--- config.mk ---
export PLATFORM = sky130hd
export DESIGN_NAME = apb_fanout_flat
export DESIGN_NICKNAME = d
export VERILOG_FILES = /design/src/rtl/apb_fanout_if.sv /design/src/rtl/apb_fanout.sv /design/src/flat_wrapper.sv
export SDC_FILE = /design/constraint.sdc
export NUM_CORES = 1
export LEC_CHECK = 0
export CORE_MARGIN = 2
export CORE_UTILIZATION = 36
export CTS_BUF_LIST = sky130_fd_sc_hd__clkbuf_8 sky130_fd_sc_hd__clkbuf_16
export DETAILED_ROUTE_END_ITERATION = 8
export PLACE_DENSITY_LB_ADDON = 0.3
export SKIP_CTS_REPAIR_TIMING = 1
export SYNTH_ARGS = -nofsm -noshare
export SYNTH_HDL_FRONTEND = slang
export SYNTH_SLANG_ARGS = --single-unit
--- constraint.sdc ---
create_clock -name clk -period 4.25 [get_ports clk]
set_clock_uncertainty 0.15 [all_clocks]
set_input_delay 0.85 -clock clk [delete_from_list [all_inputs] [get_ports clk]]
set_output_delay 0.85 -clock clk [all_outputs]
set_load 0.1 [all_outputs]
--- src/rtl/apb_fanout_if.sv ---
// rtl/apb_fanout_if.sv - upstream APB port plus N-way downstream APB fan-out bundle
interface apb_fanout_if #(
    parameter int N_SLAVES = 4,
    parameter int ADDR_W   = 32,
    parameter int DATA_W   = 32
);
    localparam int STRB_W = DATA_W / 8;

    logic [ADDR_W-1:0]          s_paddr;
    logic                       s_psel;
    logic                       s_penable;
    logic                       s_pwrite;
    logic [DATA_W-1:0]          s_pwdata;
    logic [STRB_W-1:0]          s_pstrb;
    logic [2:0]                 s_pprot;
    logic [DATA_W-1:0]          s_prdata;
    logic                       s_pready;
    logic                       s_pslverr;

    logic [ADDR_W-1:0]          m_paddr;
    logic [N_SLAVES-1:0]        m_psel;
    logic                       m_penable;
    logic                       m_pwrite;
    logic [DATA_W-1:0]          m_pwdata;
    logic [STRB_W-1:0]          m_pstrb;
    logic [2:0]                 m_pprot;
    logic [N_SLAVES*DATA_W-1:0] m_prdata;
    logic [N_SLAVES-1:0]        m_pready;
    logic [N_SLAVES-1:0]        m_pslverr;

    // Fan-out block's view: APB slave upstream, APB master downstream.
    modport slave (
        input  s_paddr, s_psel, s_penable, s_pwrite, s_pwdata, s_pstrb, s_pprot,
        output s_prdata, s_pready, s_pslverr,
        output m_paddr, m_psel, m_penable, m_pwrite, m_pwdata, m_pstrb, m_pprot,
        input  m_prdata, m_pready, m_pslverr
    );

    // Environment view: drives the upstream request and the downstream responses.
    modport master (
        output s_paddr, s_psel, s_penable, s_pwrite, s_pwdata, s_pstrb, s_pprot,
        input  s_prdata, s_pready, s_pslverr,
        input  m_paddr, m_psel, m_penable, m_pwrite, m_pwdata, m_pstrb, m_pprot,
        output m_prdata, m_pready, m_pslverr
    );
endinterface

--- src/rtl/apb_fanout.sv ---
// rtl/apb_fanout.sv - APB 1:N fan-out with region decode, registered requests and stall timeout
module apb_fanout #(
    parameter int                N_SLAVES  = 4,
    parameter int                ADDR_W    = 32,
    parameter int                DATA_W    = 32,
    parameter int                REGION_W  = 12,
    parameter logic [ADDR_W-1:0] BASE_ADDR = '0,
    parameter int                TIMEOUT   = 255
) (
    input  logic        clk,
    input  logic        rst,
    apb_fanout_if.slave bus
);
    localparam int IDX_W  = (N_SLAVES > 1) ? $clog2(N_SLAVES) : 1;
    localparam int HI_LSB = REGION_W + IDX_W;
    localparam int CNT_W  = (TIMEOUT > 1) ? $clog2(TIMEOUT) : 1;
    localparam logic [N_SLAVES-1:0] ONE_HOT0 = 1;

    typedef enum logic [1:0] {IDLE, SETUP, ACCESS, RESP} state_t;

    state_t           state;
    logic [IDX_W-1:0] lat_idx;
    logic [CNT_W-1:0] cnt;

    logic [IDX_W-1:0]  dec_idx;
    logic              dec_hit;
    logic              dec_mapped;
    logic              sel_ready;
    logic              sel_err;
    logic [DATA_W-1:0] sel_rdata;
    logic              timeout_hit;

    assign dec_idx    = bus.s_paddr[REGION_W +: IDX_W];
    assign dec_hit    = bus.s_paddr[ADDR_W-1:HI_LSB] == BASE_ADDR[ADDR_W-1:HI_LSB];
    assign dec_mapped = dec_hit && ({1'b0, dec_idx} < (IDX_W+1)'(N_SLAVES));

    assign sel_ready = bus.m_pready[lat_idx];
    assign sel_err   = bus.m_pslverr[lat_idx];
    assign sel_rdata = bus.m_prdata[lat_idx*DATA_W +: DATA_W];

    // Counter holds the number of wait cycles already spent in ACCESS.
    assign timeout_hit = (TIMEOUT != 0) && (cnt == CNT_W'(TIMEOUT - 1));

    always_ff @(posedge clk or posedge rst) begin
        if (rst) begin
            state         <= IDLE;
            lat_idx       <= '0;
            cnt           <= '0;
            bus.s_prdata  <= '0;
            bus.s_pready  <= 1'b0;
            bus.s_pslverr <= 1'b0;
            bus.m_paddr   <= '0;
            bus.m_psel    <= '0;
            bus.m_penable <= 1'b0;
            bus.m_pwrite  <= 1'b0;
            bus.m_pwdata  <= '0;
            bus.m_pstrb   <= '0;
            bus.m_pprot   <= '0;
        end else begin
            case (state)
                IDLE: begin
                    if (bus.s_psel && !bus.s_penable) begin
                        bus.m_paddr  <= bus.s_paddr;
                        bus.m_pwrite <= bus.s_pwrite;
                        bus.m_pwdata <= bus.s_pwdata;
                        bus.m_pstrb  <= bus.s_pstrb;
                        bus.m_pprot  <= bus.s_pprot;
                        lat_idx      <= dec_idx;
                        if (dec_mapped) begin
                            state      <= SETUP;
                            bus.m_psel <= ONE_HOT0 << dec_idx;
                        end else begin
                            // Nothing downstream to ask: answer with an error right away.
                            state         <= RESP;
                            bus.s_pready  <= 1'b1;
                            bus.s_pslverr <= 1'b1;
                            bus.s_prdata  <= '0;
                        end
                    end
                end
                SETUP: begin
                    state         <= ACCESS;
                    bus.m_penable <= 1'b1;
                    cnt           <= '0;
                end
                ACCESS: begin
                    if (sel_ready) begin
                        state         <= RESP;
                        bus.m_psel    <= '0;
                        bus.m_penable <= 1'b0;
                        bus.s_pready  <= 1'b1;
                        bus.s_pslverr <= sel_err;
                        bus.s_prdata  <= bus.m_pwrite ? '0 : sel_rdata;
                    end else if (timeout_hit) begin
                        state         <= RESP;
                        bus.m_psel    <= '0;
                        bus.m_penable <= 1'b0;
                        bus.s_pready  <= 1'b1;
                        bus.s_pslverr <= 1'b1;
                        bus.s_prdata  <= '0;
                    end else begin
                        cnt <= cnt + 1'b1;
                    end
                end
                RESP: begin
                    state         <= IDLE;
                    bus.s_pready  <= 1'b0;
                    bus.s_pslverr <= 1'b0;
                    bus.s_prdata  <= '0;
                end
                default: state <= IDLE;
            endcase
        end
    end
endmodule

--- src/flat_wrapper.sv ---
// flat-port wrapper written by rule: the top's interface ports become plain ports
module apb_fanout_flat 
#(
    parameter int                N_SLAVES  = 4,
    parameter int                ADDR_W    = 32,
    parameter int                DATA_W    = 32,
    parameter int                REGION_W  = 12,
    parameter logic [ADDR_W-1:0] BASE_ADDR = '0,
    parameter int                TIMEOUT   = 255
)
  (clk, rst, bus_s_paddr, bus_s_psel, bus_s_penable, bus_s_pwrite, bus_s_pwdata, bus_s_pstrb, bus_s_pprot, bus_s_prdata, bus_s_pready, bus_s_pslverr, bus_m_paddr, bus_m_psel, bus_m_penable, bus_m_pwrite, bus_m_pwdata, bus_m_pstrb, bus_m_pprot, bus_m_prdata, bus_m_pready, bus_m_pslverr);
  apb_fanout_if #(.N_SLAVES(N_SLAVES), .ADDR_W(ADDR_W), .DATA_W(DATA_W)) bus_i ();
  input  logic clk;
  input  logic rst;
  input wire logic [$bits(bus_i.s_paddr)-1:0] bus_s_paddr;
  input wire logic [$bits(bus_i.s_psel)-1:0] bus_s_psel;
  input wire logic [$bits(bus_i.s_penable)-1:0] bus_s_penable;
  input wire logic [$bits(bus_i.s_pwrite)-1:0] bus_s_pwrite;
  input wire logic [$bits(bus_i.s_pwdata)-1:0] bus_s_pwdata;
  input wire logic [$bits(bus_i.s_pstrb)-1:0] bus_s_pstrb;
  input wire logic [$bits(bus_i.s_pprot)-1:0] bus_s_pprot;
  output wire logic [$bits(bus_i.s_prdata)-1:0] bus_s_prdata;
  output wire logic [$bits(bus_i.s_pready)-1:0] bus_s_pready;
  output wire logic [$bits(bus_i.s_pslverr)-1:0] bus_s_pslverr;
  output wire logic [$bits(bus_i.m_paddr)-1:0] bus_m_paddr;
  output wire logic [$bits(bus_i.m_psel)-1:0] bus_m_psel;
  output wire logic [$bits(bus_i.m_penable)-1:0] bus_m_penable;
  output wire logic [$bits(bus_i.m_pwrite)-1:0] bus_m_pwrite;
  output wire logic [$bits(bus_i.m_pwdata)-1:0] bus_m_pwdata;
  output wire logic [$bits(bus_i.m_pstrb)-1:0] bus_m_pstrb;
  output wire logic [$bits(bus_i.m_pprot)-1:0] bus_m_pprot;
  input wire logic [$bits(bus_i.m_prdata)-1:0] bus_m_prdata;
  input wire logic [$bits(bus_i.m_pready)-1:0] bus_m_pready;
  input wire logic [$bits(bus_i.m_pslverr)-1:0] bus_m_pslverr;
  assign bus_i.s_paddr = bus_s_paddr;
  assign bus_i.s_psel = bus_s_psel;
  assign bus_i.s_penable = bus_s_penable;
  assign bus_i.s_pwrite = bus_s_pwrite;
  assign bus_i.s_pwdata = bus_s_pwdata;
  assign bus_i.s_pstrb = bus_s_pstrb;
  assign bus_i.s_pprot = bus_s_pprot;
  assign bus_s_prdata = bus_i.s_prdata;
  assign bus_s_pready = bus_i.s_pready;
  assign bus_s_pslverr = bus_i.s_pslverr;
  assign bus_m_paddr = bus_i.m_paddr;
  assign bus_m_psel = bus_i.m_psel;
  assign bus_m_penable = bus_i.m_penable;
  assign bus_m_pwrite = bus_i.m_pwrite;
  assign bus_m_pwdata = bus_i.m_pwdata;
  assign bus_m_pstrb = bus_i.m_pstrb;
  assign bus_m_pprot = bus_i.m_pprot;
  assign bus_i.m_prdata = bus_m_prdata;
  assign bus_i.m_pready = bus_m_pready;
  assign bus_i.m_pslverr = bus_m_pslverr;
  apb_fanout #(.N_SLAVES(N_SLAVES), .ADDR_W(ADDR_W), .DATA_W(DATA_W), .REGION_W(REGION_W), .BASE_ADDR(BASE_ADDR), .TIMEOUT(TIMEOUT)) u_core (.clk(clk), .rst(rst), .bus(bus_i));
endmodule
### After elaboration in Yosys (flattened, before gate mapping)

Index checks and enable logic that the tools add are counted.

* bits in registers: 123
* bits of input ports: 212

* $add $sub $neg: 1
* order comparisons: 1
* equality and inequality tests: 10
* shift operators: 2
* mux-type cells: 33
* reduce and logical (&&, ||, !) cells: 13

Operator list (count)
* $mux W32: 5
* $shiftx A128 B8 Y32: 1
* $pmux W32 S3: 1
* $logic_not A18 Y1: 1
* $mux W4: 4
* $mux W8: 2
* $pmux W8 S2: 1
* $mux W1: 9
* $add A8 B1 Y8 const B: 1
* $eq A8 B8 Y1 const B: 1
* $mux W2: 4
* $pmux W2 S4: 1
* $pmux W4 S2: 1
* $reduce_and A4 Y1: 2
* $ne A2 B2 Y1 const B: 3
* $pmux W1 S3: 2
* $reduce_and A2 Y1: 3
* $bmux W1 S2: 2
* $eq A2 B2 Y1 const B: 2
* $ne A2 B1 Y1 const B: 2
* $reduce_bool A2 Y1: 2
* $shl A1 B2 Y4 const A: 1
* $lt A2 B3 Y1 const B: 1
* $ne A3 B1 Y1 const B: 1
* other kinds (7): 7

### Logic depth before layout (Yosys ltp)

Gate-level depths: netlist of the first run.

* depth in word-level cells: 4
* mapped depth: 8
* depth with buffers taken out: 7

### Worst setup path before layout of the first run

Ideal clock, no wire load.

* kind: flip-flop to flip-flop
* start: register, netlist name u_core.bus.m_paddr[12]
* end: register u_core.bus.s_prdata[17]
* library setup time: 126 ps
* data arrival time: 2695 ps
* required time: 3974 ps
* setup slack: 1279 ps
* stages on the path, launching flop included: 8
* cells stage by stage: dfrtp_1 > buf_6 > mux4_2 > a41oi_4 > a22oi_2 > nor3b_4 > buf_6 > mux2_4

RTL lines
* to (signal assigned): RTL line apb_fanout.sv:93 `bus.s_prdata <= bus.m_pwrite ? '0 : sel_rdata;`
* to (decl): RTL line apb_fanout_if.sv:34 `output s_prdata, s_pready, s_pslverr,`

### Worst setup path after layout of the first run

* start: register u_core.bus.s_prdata[0]
* end: output port bus_s_prdata[0]

RTL lines
* to (decl): RTL line flat_wrapper.sv:22 `output wire logic [$bits(bus_i.s_prdata)-1:0] bus_s_prdata;`

No word-level cell between the ends.

==> metrics.txt, run 1 <==
# TYPE chip_impl_metric gauge
chip_impl_metric{name="globalRouteOverflowTotal",unit=""} 0
chip_impl_metric{name="n_antenna_cell",unit=""} 0
chip_impl_info{name="netlist_top_cells_count",value="sky130_fd_sc_hd__dfrtp_1, sky130_fd_sc_hd__mux2_2, sky130_fd_sc_hd__mux4_2, sky130_fd_sc_hd__nor2b_1, sky130_fd_sc_hd__clkbuf_1"} 1
chip_impl_info{name="clockRootBuffer",value="sky130_fd_sc_hd__clkbuf_16"} 1
chip_impl_info{name="worst_hold_path_type",value="flip-flop to flip-flop"} 1
chip_impl_info{name="status",value="complete, no violations"} 1
chip_impl_info{name="timing.critical_path.slowest_stage_cell",value="sky130_fd_sc_hd__clkdlybuf4s50_1"} 1
chip_impl_metric{name="die_h",unit="um"} 132
chip_impl_metric{name="coreArea",unit="sq mm"} 0.0160
chip_impl_metric{name="fp.dieArea",unit="sq mm"} 0.0175
chip_impl_metric{name="relSlewSlack",unit="%"} 28.8
chip_impl_metric{name="yosysUniqueCellTypes",unit=""} 40
chip_impl_metric{name="critical_path.max_fanout",unit=""} 2
chip_impl_metric{name="post_route_fraction_of_the_period_consumed_by_the_critical_path",unit="%"} 70.1
chip_impl_info{name="critical-path-top-delay-family",value="buffers and inverters"} 1
chip_impl_info{name="post-synth-top-count-cell",value="sky130_fd_sc_hd__dfrtp_1"} 1
chip_impl_metric{name="port_buffers",unit=""} 322
chip_impl_metric{name="gp_routability_congestion",unit=""} 0.889
chip_impl_metric{name="path_clk_slew",unit="ns"} 0.05
chip_impl_metric{name="rrSetupSlack",unit="ns"} 1.58
chip_impl_info{name="sequence_of_cells_on_the_critical_path",value="clkdlybuf4s50_1"} 1
chip_impl_metric{name="clk_latency_worst_skew_pair",unit="ns"} 0.41
chip_impl_metric{name="setup_tns_final",unit="ns"} 0
chip_impl_metric{name="post_route_cells_drive_above_1_share",unit="%"} 25.2
chip_impl_metric{name="reg2reg_depth",unit=""} 8
chip_impl_metric{name="seqCellArea",unit="sq mm"} 0.00303
chip_impl_metric{name="synth-edff-count",unit=""} 0
chip_impl_metric{name="postLayoutCellArea",unit="sq mm"} 0.00991
chip_impl_metric{name="vias_after_detailed_routing",unit=""} 4674
chip_impl_metric{name="number_of_buffers_between_clock_root_and_the_deepest_sink",unit=""} 2
chip_impl_metric{name="hpwlAfterDp",unit="mm"} 13.6
chip_impl_metric{name="synth_xor_area_share",unit="%"} 0.296
chip_impl_metric{name="hold_violations",unit=""} 0
chip_impl_metric{name="clock_tree.htree_level_count",unit=""} 4
chip_impl_metric{name="drc_errors",unit=""} 0
chip_impl_metric{name="slew_violations",unit=""} 0
chip_impl_metric{name="achievable-frequency",unit="MHz"} 336
chip_impl_metric{name="yosys.area_share.simple",unit="%"} 7.55
chip_impl_info{name="startpoint",value="u_core.bus.s_prdata[0]"} 1
chip_impl_info{name="r2r_start",value="u_core.cnt[0]"} 1
chip_impl_metric{name="synthesis.area_per_instance",unit="sq um"} 15.0
chip_impl_info{name="worstHoldStart",value="u_core.bus.m_penable"} 1
chip_impl_metric{name="fraction_of_registers_with_async_set_reset",unit="%"} 100
chip_impl_metric{name="cp_data_required_time",unit="ns"} 3.25
chip_impl_metric{name="nNetsFinal",unit=""} 937
chip_impl_info{name="clock_tree_from_tritoncts",value="yes"} 1
chip_impl_info{name="end_point_of_the_critical_path",value="bus_s_prdata[0]"} 1
chip_impl_metric{name="yosysWarningCount",unit=""} 0
chip_impl_metric{name="cpPeakStageDelay",unit="ns"} 1.17
chip_impl_info{name="worstSetupEndpointType",value="primary output"} 1
chip_impl_metric{name="fillCellCount",unit=""} 1297
chip_impl_metric{name="cts.sinks",unit=""} 121
chip_impl_metric{name="synthesis.area",unit="sq mm"} 0.00592
chip_impl_metric{name="max_capacitance_violation_count",unit=""} 0
chip_impl_metric{name="synth_fa_ha_area_share",unit="%"} 1.27
chip_impl_metric{name="worstPathArrival",unit="ns"} 1.98
chip_impl_metric{name="critical_path_cell_count",unit=""} 1
chip_impl_metric{name="combined_area_of_the_multi_input_logic_cells",unit="sq mm"} 0.00274
chip_impl_info{name="synth.top_cells.by_area",value="sky130_fd_sc_hd__dfrtp_1, sky130_fd_sc_hd__mux2_2, sky130_fd_sc_hd__mux4_2"} 1
chip_impl_info{name="setup.worst_path.class",value="flip-flop to primary output"} 1
chip_impl_metric{name="timing.final.crit_period",unit="ns"} 2.98
chip_impl_metric{name="number_of_antenna_violations_at_the_first_check_in_global_routing",unit=""} 0
chip_impl_metric{name="grt_pass1_wl",unit="mm"} 28.1
chip_impl_metric{name="ys_seq_area_share",unit="%"} 51.2
chip_impl_metric{name="ioPinCount",unit=""} 323
chip_impl_metric{name="groute.usage.overall",unit="%"} 20.8
chip_impl_metric{name="routed_wire_length",unit="mm"} 18.0
chip_impl_metric{name="layout-area-overhead-vs-synth",unit="%"} 67.6
chip_impl_metric{name="route.detailed.wl_per_inst",unit="um"} 19.0
chip_impl_metric{name="post_drt_via_cell_ratio",unit=""} 4.94
chip_impl_info{name="main_combinational_cell_family_by_area_after_synthesis",value="multiplexers"} 1
chip_impl_metric{name="dr.first_iter.drc_count",unit=""} 210
chip_impl_metric{name="synth.area.mux_share",unit="%"} 34.7
chip_impl_metric{name="synthesis.instances",unit=""} 395
chip_impl_metric{name="core.rowCount",unit=""} 46
chip_impl_metric{name="floorplan.die.width",unit="um"} 132
chip_impl_metric{name="postPlaceCellArea",unit="sq mm"} 0.00934
chip_impl_info{name="timing.critical_path.from_type",value="flip-flop"} 1
chip_impl_metric{name="number_of_global_route_vias_before_repair",unit=""} 5174
chip_impl_metric{name="largest_net_degree_at_the_start_of_global_routing",unit=""} 78
chip_impl_metric{name="setup_viol",unit=""} 0
chip_impl_metric{name="timing_worst_slew_pin_value",unit="ns"} 1.06
chip_impl_metric{name="post-route-worst-setup-slack",unit="ns"} 1.27
chip_impl_metric{name="numCtsBuffers",unit=""} 17
chip_impl_info{name="netlist.top_cell.by_area",value="sky130_fd_sc_hd__dfrtp_1"} 1
chip_impl_metric{name="stdcell_count",unit=""} 947
chip_impl_info{name="most_frequently_used_flop_master_after_synthesis",value="sky130_fd_sc_hd__dfrtp_1"} 1
chip_impl_metric{name="initial_standard_cell_utilization_of_the_core",unit="%"} 37.0
chip_impl_metric{name="synthesis.nets",unit=""} 613
chip_impl_metric{name="complex_gate_fraction_of_the_synthesized_area",unit="%"} 2.58
chip_impl_metric{name="number_of_routed_nets_with_antenna_violations",unit=""} 0
chip_impl_metric{name="pre_cts_slack",unit="ns"} 0.852
chip_impl_metric{name="yosysTopAreaCellShare",unit="%"} 51.2
chip_impl_info{name="critical_path.reg2reg.endpoint",value="u_core.bus.s_prdata[14]"} 1
chip_impl_metric{name="drt_pass1_iterations",unit=""} 4
chip_impl_metric{name="place_inst",unit=""} 916
chip_impl_metric{name="cp_num_buf_inv",unit=""} 1
chip_impl_info{name="grt_setup_unrepaired",value="no"} 1
chip_impl_metric{name="synth-seq-cells",unit=""} 121
kinds of logic (layout without fill, tap and decap cells):
| family | count (synthesis) | count (layout) |
|---|---|---|
| simple gates | 73 | 73 |
| compound gates | 18 | 18 |
| xor+xnor | 2 | 2 |
| fa+ha+maj | 6 | 6 |
| mux | 145 | 145 |
| flops | 121 | 121 |
| buf+inv | 30 | 366 |
sequential cells by signal, summed over array words and instances (netlist names):
name and flops:
u_core.bus.m_paddr 32, u_core.bus.m_penable 1, u_core.bus.m_pwdata 32, u_core.state 2
u_core.bus.s_prdata 32, u_core.cnt 8, u_core.bus.m_pprot 3, u_core.bus.m_psel 4
u_core.bus.m_pwrite 1, u_core.bus.m_pstrb 4, u_core.bus.s_pslverr 1, u_core.bus.s_pready 1
routing by layer:
metal  part of all wire (%)  track usage [%]
met5                      0                0
met4                    1.3             5.91
met3                    6.0             6.42
met2                     54             37.9
met1                     39             23.5
per-stage QoR:
step	utilization, %	hold WS, ns
after floorplan	-	0.348
after global placement	58.4	0.324
after detailed placement	58.4	0.324
after CTS	62.0	0.336
after global routing	62.0	0.345
final	62.0	0.329
cells in the final DEF, fill, tap and decap left out, drive strengths merged, types with 3 or more instances in the layout:
| cell type | count |
|---|---|
| clkdlybuf4s50 | 321 |
| dfrtp | 121 |
| mux2 | 109 |
| mux4 | 34 |
| nor2b | 34 |
| clkbuf | 20 |
| inv | 9 |
| buf | 8 |
| nand2 | 6 |
| ha | 6 |
| nor2 | 5 |
| clkinv | 5 |
| nor3 | 4 |
| o21ai | 4 |
| nand3 | 4 |
| nor3b | 4 |
| nor4 | 3 |
| nand4 | 3 |
final cells by class:
type                            instances  share of cell area [%]
Clock buffer                           20                    4.71
Clock inverter                         11                    1.09
Inverter                                6                   0.252
Multi-Input combinational cell        244                    27.7
Sequential cell                       121                    30.6
Tap cell                              216                    2.73
Timing Repair Buffer                  329                    33.0
worst min-delay path by stage:
| stage | endpoint | slack [ns] | depth (start not counted) |
|---|---|---|---|
| 4_1_cts | u_core.bus.m_penable | 0.34 | 1 |
| 3_3_place_gp | u_core.bus.m_penable | 0.32 | 1 |
| 3_5_place_dp | u_core.bus.m_penable | 0.32 | 1 |
| 2_1_floorplan | u_core.cnt[7] | 0.35 | 2 |
| 5_1_grt | u_core.bus.m_penable | 0.34 | 1 |
| 6_report | u_core.bus.m_penable | 0.33 | 1 |
Power of run 1 is not shown: default switching activity piles up to over one toggle a cycle in this logic, so the estimate is an artifact.
==> run 2: changes to the inputs <==
==> constraint.sdc (replaced) <==
create_clock -name clk -period 2.6 [get_ports clk]
set_clock_uncertainty 0.15 [all_clocks]
set_input_delay 0.52 -clock clk [delete_from_list [all_inputs] [get_ports clk]]
set_output_delay 0.52 -clock clk [all_outputs]
set_load 0.1 [all_outputs]
==> metrics.txt, run 2 (same netlist as run 1, synthesis figures left out) <==
# TYPE chip_impl_metric gauge
chip_impl_metric{name="hold_violations",unit=""} 0
chip_impl_metric{name="number_of_antenna_violations_at_the_first_check_in_global_routing",unit=""} 0
chip_impl_metric{name="die_h",unit="um"} 132
chip_impl_metric{name="routed_wire_length",unit="mm"} 17.6
chip_impl_info{name="clock_tree_from_tritoncts",value="yes"} 1
chip_impl_metric{name="drc_errors",unit=""} 0
chip_impl_metric{name="nNetsFinal",unit=""} 947
chip_impl_metric{name="hpwlAfterDp",unit="mm"} 13.7
chip_impl_info{name="mostFrequentLayoutCell",value="sky130_fd_sc_hd__clkdlybuf4s50_1"} 1
chip_impl_info{name="timing.critical_path.from_type",value="primary input"} 1
chip_impl_metric{name="vias_after_detailed_routing",unit=""} 4697
chip_impl_metric{name="worst_hold_slack",unit="ns"} 0.336
chip_impl_metric{name="number_of_routed_nets_with_antenna_violations",unit=""} 0
chip_impl_metric{name="worstPathArrival",unit="ns"} 2.66
chip_impl_metric{name="coreArea",unit="sq mm"} 0.0160
chip_impl_metric{name="ioPinCount",unit=""} 323
chip_impl_metric{name="number_of_buffers_between_clock_root_and_the_deepest_sink",unit=""} 2
chip_impl_metric{name="max_capacitance_violation_count",unit=""} 0
chip_impl_metric{name="cts.sinks",unit=""} 121
chip_impl_metric{name="clock_tree.htree_level_count",unit=""} 4
chip_impl_metric{name="timing_worst_slew_pin_value",unit="ns"} 0.649
chip_impl_metric{name="setup_viol",unit=""} 0
chip_impl_metric{name="clk_latency_worst_skew_pair",unit="ns"} 0.41
chip_impl_metric{name="grt_pass1_wl",unit="mm"} 28.1
chip_impl_metric{name="core.rowCount",unit=""} 46
chip_impl_info{name="worst_hold_path_type",value="flip-flop to flip-flop"} 1
chip_impl_metric{name="post_route_cells_drive_above_1_share",unit="%"} 41.6
chip_impl_metric{name="port_buffers",unit=""} 322
chip_impl_metric{name="number_of_global_route_vias_before_repair",unit=""} 5139
chip_impl_metric{name="layout-area-overhead-vs-synth",unit="%"} 67.0
chip_impl_metric{name="drt_pass1_iterations",unit=""} 4
chip_impl_info{name="setup.worst_path.class",value="primary input to flip-flop"} 1
chip_impl_info{name="clockRootBuffer",value="sky130_fd_sc_hd__clkbuf_16"} 1
chip_impl_metric{name="post_drt_via_cell_ratio",unit=""} 4.91
chip_impl_metric{name="fp.dieArea",unit="sq mm"} 0.0175
chip_impl_metric{name="path_clk_slew",unit="ns"} 0.05
chip_impl_info{name="worstSetupEndpointType",value="flip-flop"} 1
chip_impl_metric{name="place_inst",unit=""} 924
chip_impl_metric{name="groute.usage.overall",unit="%"} 20.6
chip_impl_metric{name="globalRouteOverflowTotal",unit=""} 0
chip_impl_metric{name="relSlewSlack",unit="%"} 56.8
chip_impl_metric{name="achievable-frequency",unit="MHz"} 398
chip_impl_metric{name="slew_violations",unit=""} 0
chip_impl_metric{name="route.detailed.wl_per_inst",unit="um"} 18.4
chip_impl_metric{name="dr.first_iter.drc_count",unit=""} 148
chip_impl_info{name="status",value="complete, no violations"} 1
chip_impl_metric{name="initial_standard_cell_utilization_of_the_core",unit="%"} 37.0
chip_impl_metric{name="critical_path.max_fanout",unit=""} 16
chip_impl_info{name="most-common-layout-cells",value="sky130_fd_sc_hd__clkdlybuf4s50_1, sky130_fd_sc_hd__buf_4, sky130_fd_sc_hd__dfrtp_1, sky130_fd_sc_hd__mux2_2"} 1
chip_impl_info{name="grt_setup_unrepaired",value="no"} 1
chip_impl_metric{name="gp_routability_congestion",unit=""} 0.848
chip_impl_metric{name="timing.final.crit_period",unit="ns"} 2.52
chip_impl_metric{name="numCtsBuffers",unit=""} 17
chip_impl_metric{name="post_route_fraction_of_the_period_consumed_by_the_critical_path",unit="%"} 96.8
chip_impl_metric{name="stdcell_count",unit=""} 956
chip_impl_metric{name="floorplan.die.width",unit="um"} 132
chip_impl_metric{name="cp_data_required_time",unit="ns"} 2.74
chip_impl_metric{name="largest_net_degree_at_the_start_of_global_routing",unit=""} 73
chip_impl_metric{name="n_antenna_cell",unit=""} 0
chip_impl_info{name="reg_top3",value="u_core.bus.m_paddr x32, u_core.bus.m_pwdata x32, u_core.bus.s_prdata x32"} 1
-- run 2: worst max-delay path, cell delays in order --
cell                              delay [ns]
sky130_fd_sc_hd__clkdlybuf4s50_1        0.44
sky130_fd_sc_hd__mux4_2                 0.54
sky130_fd_sc_hd__a41oi_4                0.25
sky130_fd_sc_hd__a22oi_2                0.10
sky130_fd_sc_hd__nor3b_4                0.17
sky130_fd_sc_hd__buf_4                  0.17
sky130_fd_sc_hd__buf_12                 0.16
sky130_fd_sc_hd__mux2_4                 0.30
-- run 2: path summary, 6_finish.rpt --
path	cells after the start	end	slack, ns	start
worst min register to register	1	u_core.bus.m_penable	0.34	u_core.bus.m_penable
worst max-delay path	8	u_core.bus.s_prdata[22]	0.08	bus_m_pready[2]
max in group asynchronous	3	u_core.bus.s_prdata[17]	1.58	rst
min in group asynchronous	3	u_core.bus.m_pwdata[8]	0.41	rst
worst max register to register	8	u_core.bus.s_prdata[0]	0.20	u_core.cnt[1]
worst min-delay path	1	u_core.bus.m_penable	0.34	u_core.bus.m_penable
-- run 2: per-stage QoR --
step / setup TNS (ns) / cell area [sq um] / utilization (%) / worst slack, ns
floorplan: -1.89 / 5920 / - / -0.0926
global placement: -6.07 / 9220 / 57.6 / -0.190
detailed placement: -7.28 / 9220 / 57.6 / -0.227
CTS: 0 / 9850 / 61.6 / 0.0883
global route: 0 / 9880 / 61.8 / 0.0529
finish: 0 / 9880 / 61.8 / 0.0843
-- run 2: layout make-up --
class	count	area, sq um
fillers	1298	6120
repair buffers	339	3160
flip-flops and latches	121	3030
multi-input cells	244	2760
clock buffers	22	494
well taps	216	270
clock inverters	8	143
inverters	6	26.3
-- run 2: routing by layer --
metal | vias to the layer above | part of all wire, % | track usage (%) | wire length, um
met5 | - | 0 | 0 | 0
met4 | 0 | 2.3 | 8.00 | 410
met3 | 30 | 7.1 | 6.54 | 1260
met2 | 191 | 53 | 36.3 | 9260
met1 | 2348 | 38 | 23.3 | 6640
li1 | 2128 | - | - | -
Power of run 2 is left out for the same reason.
==> run 3: changes to the inputs <==
--- a/config.mk
+++ b/config.mk
@@ -8,6 +8,7 @@
 export CORE_MARGIN = 2
 export CORE_UTILIZATION = 36
 export CTS_BUF_LIST = sky130_fd_sc_hd__clkbuf_8 sky130_fd_sc_hd__clkbuf_16
+export CTS_CLUSTER_SIZE = 25
 export DETAILED_ROUTE_END_ITERATION = 8
 export PLACE_DENSITY_LB_ADDON = 0.3
 export SKIP_CTS_REPAIR_TIMING = 1
==> results of run 3 <==
No change in the layout: final DEF, timing and power equal those of run 2.
Power of run 3 is left out for the same reason.
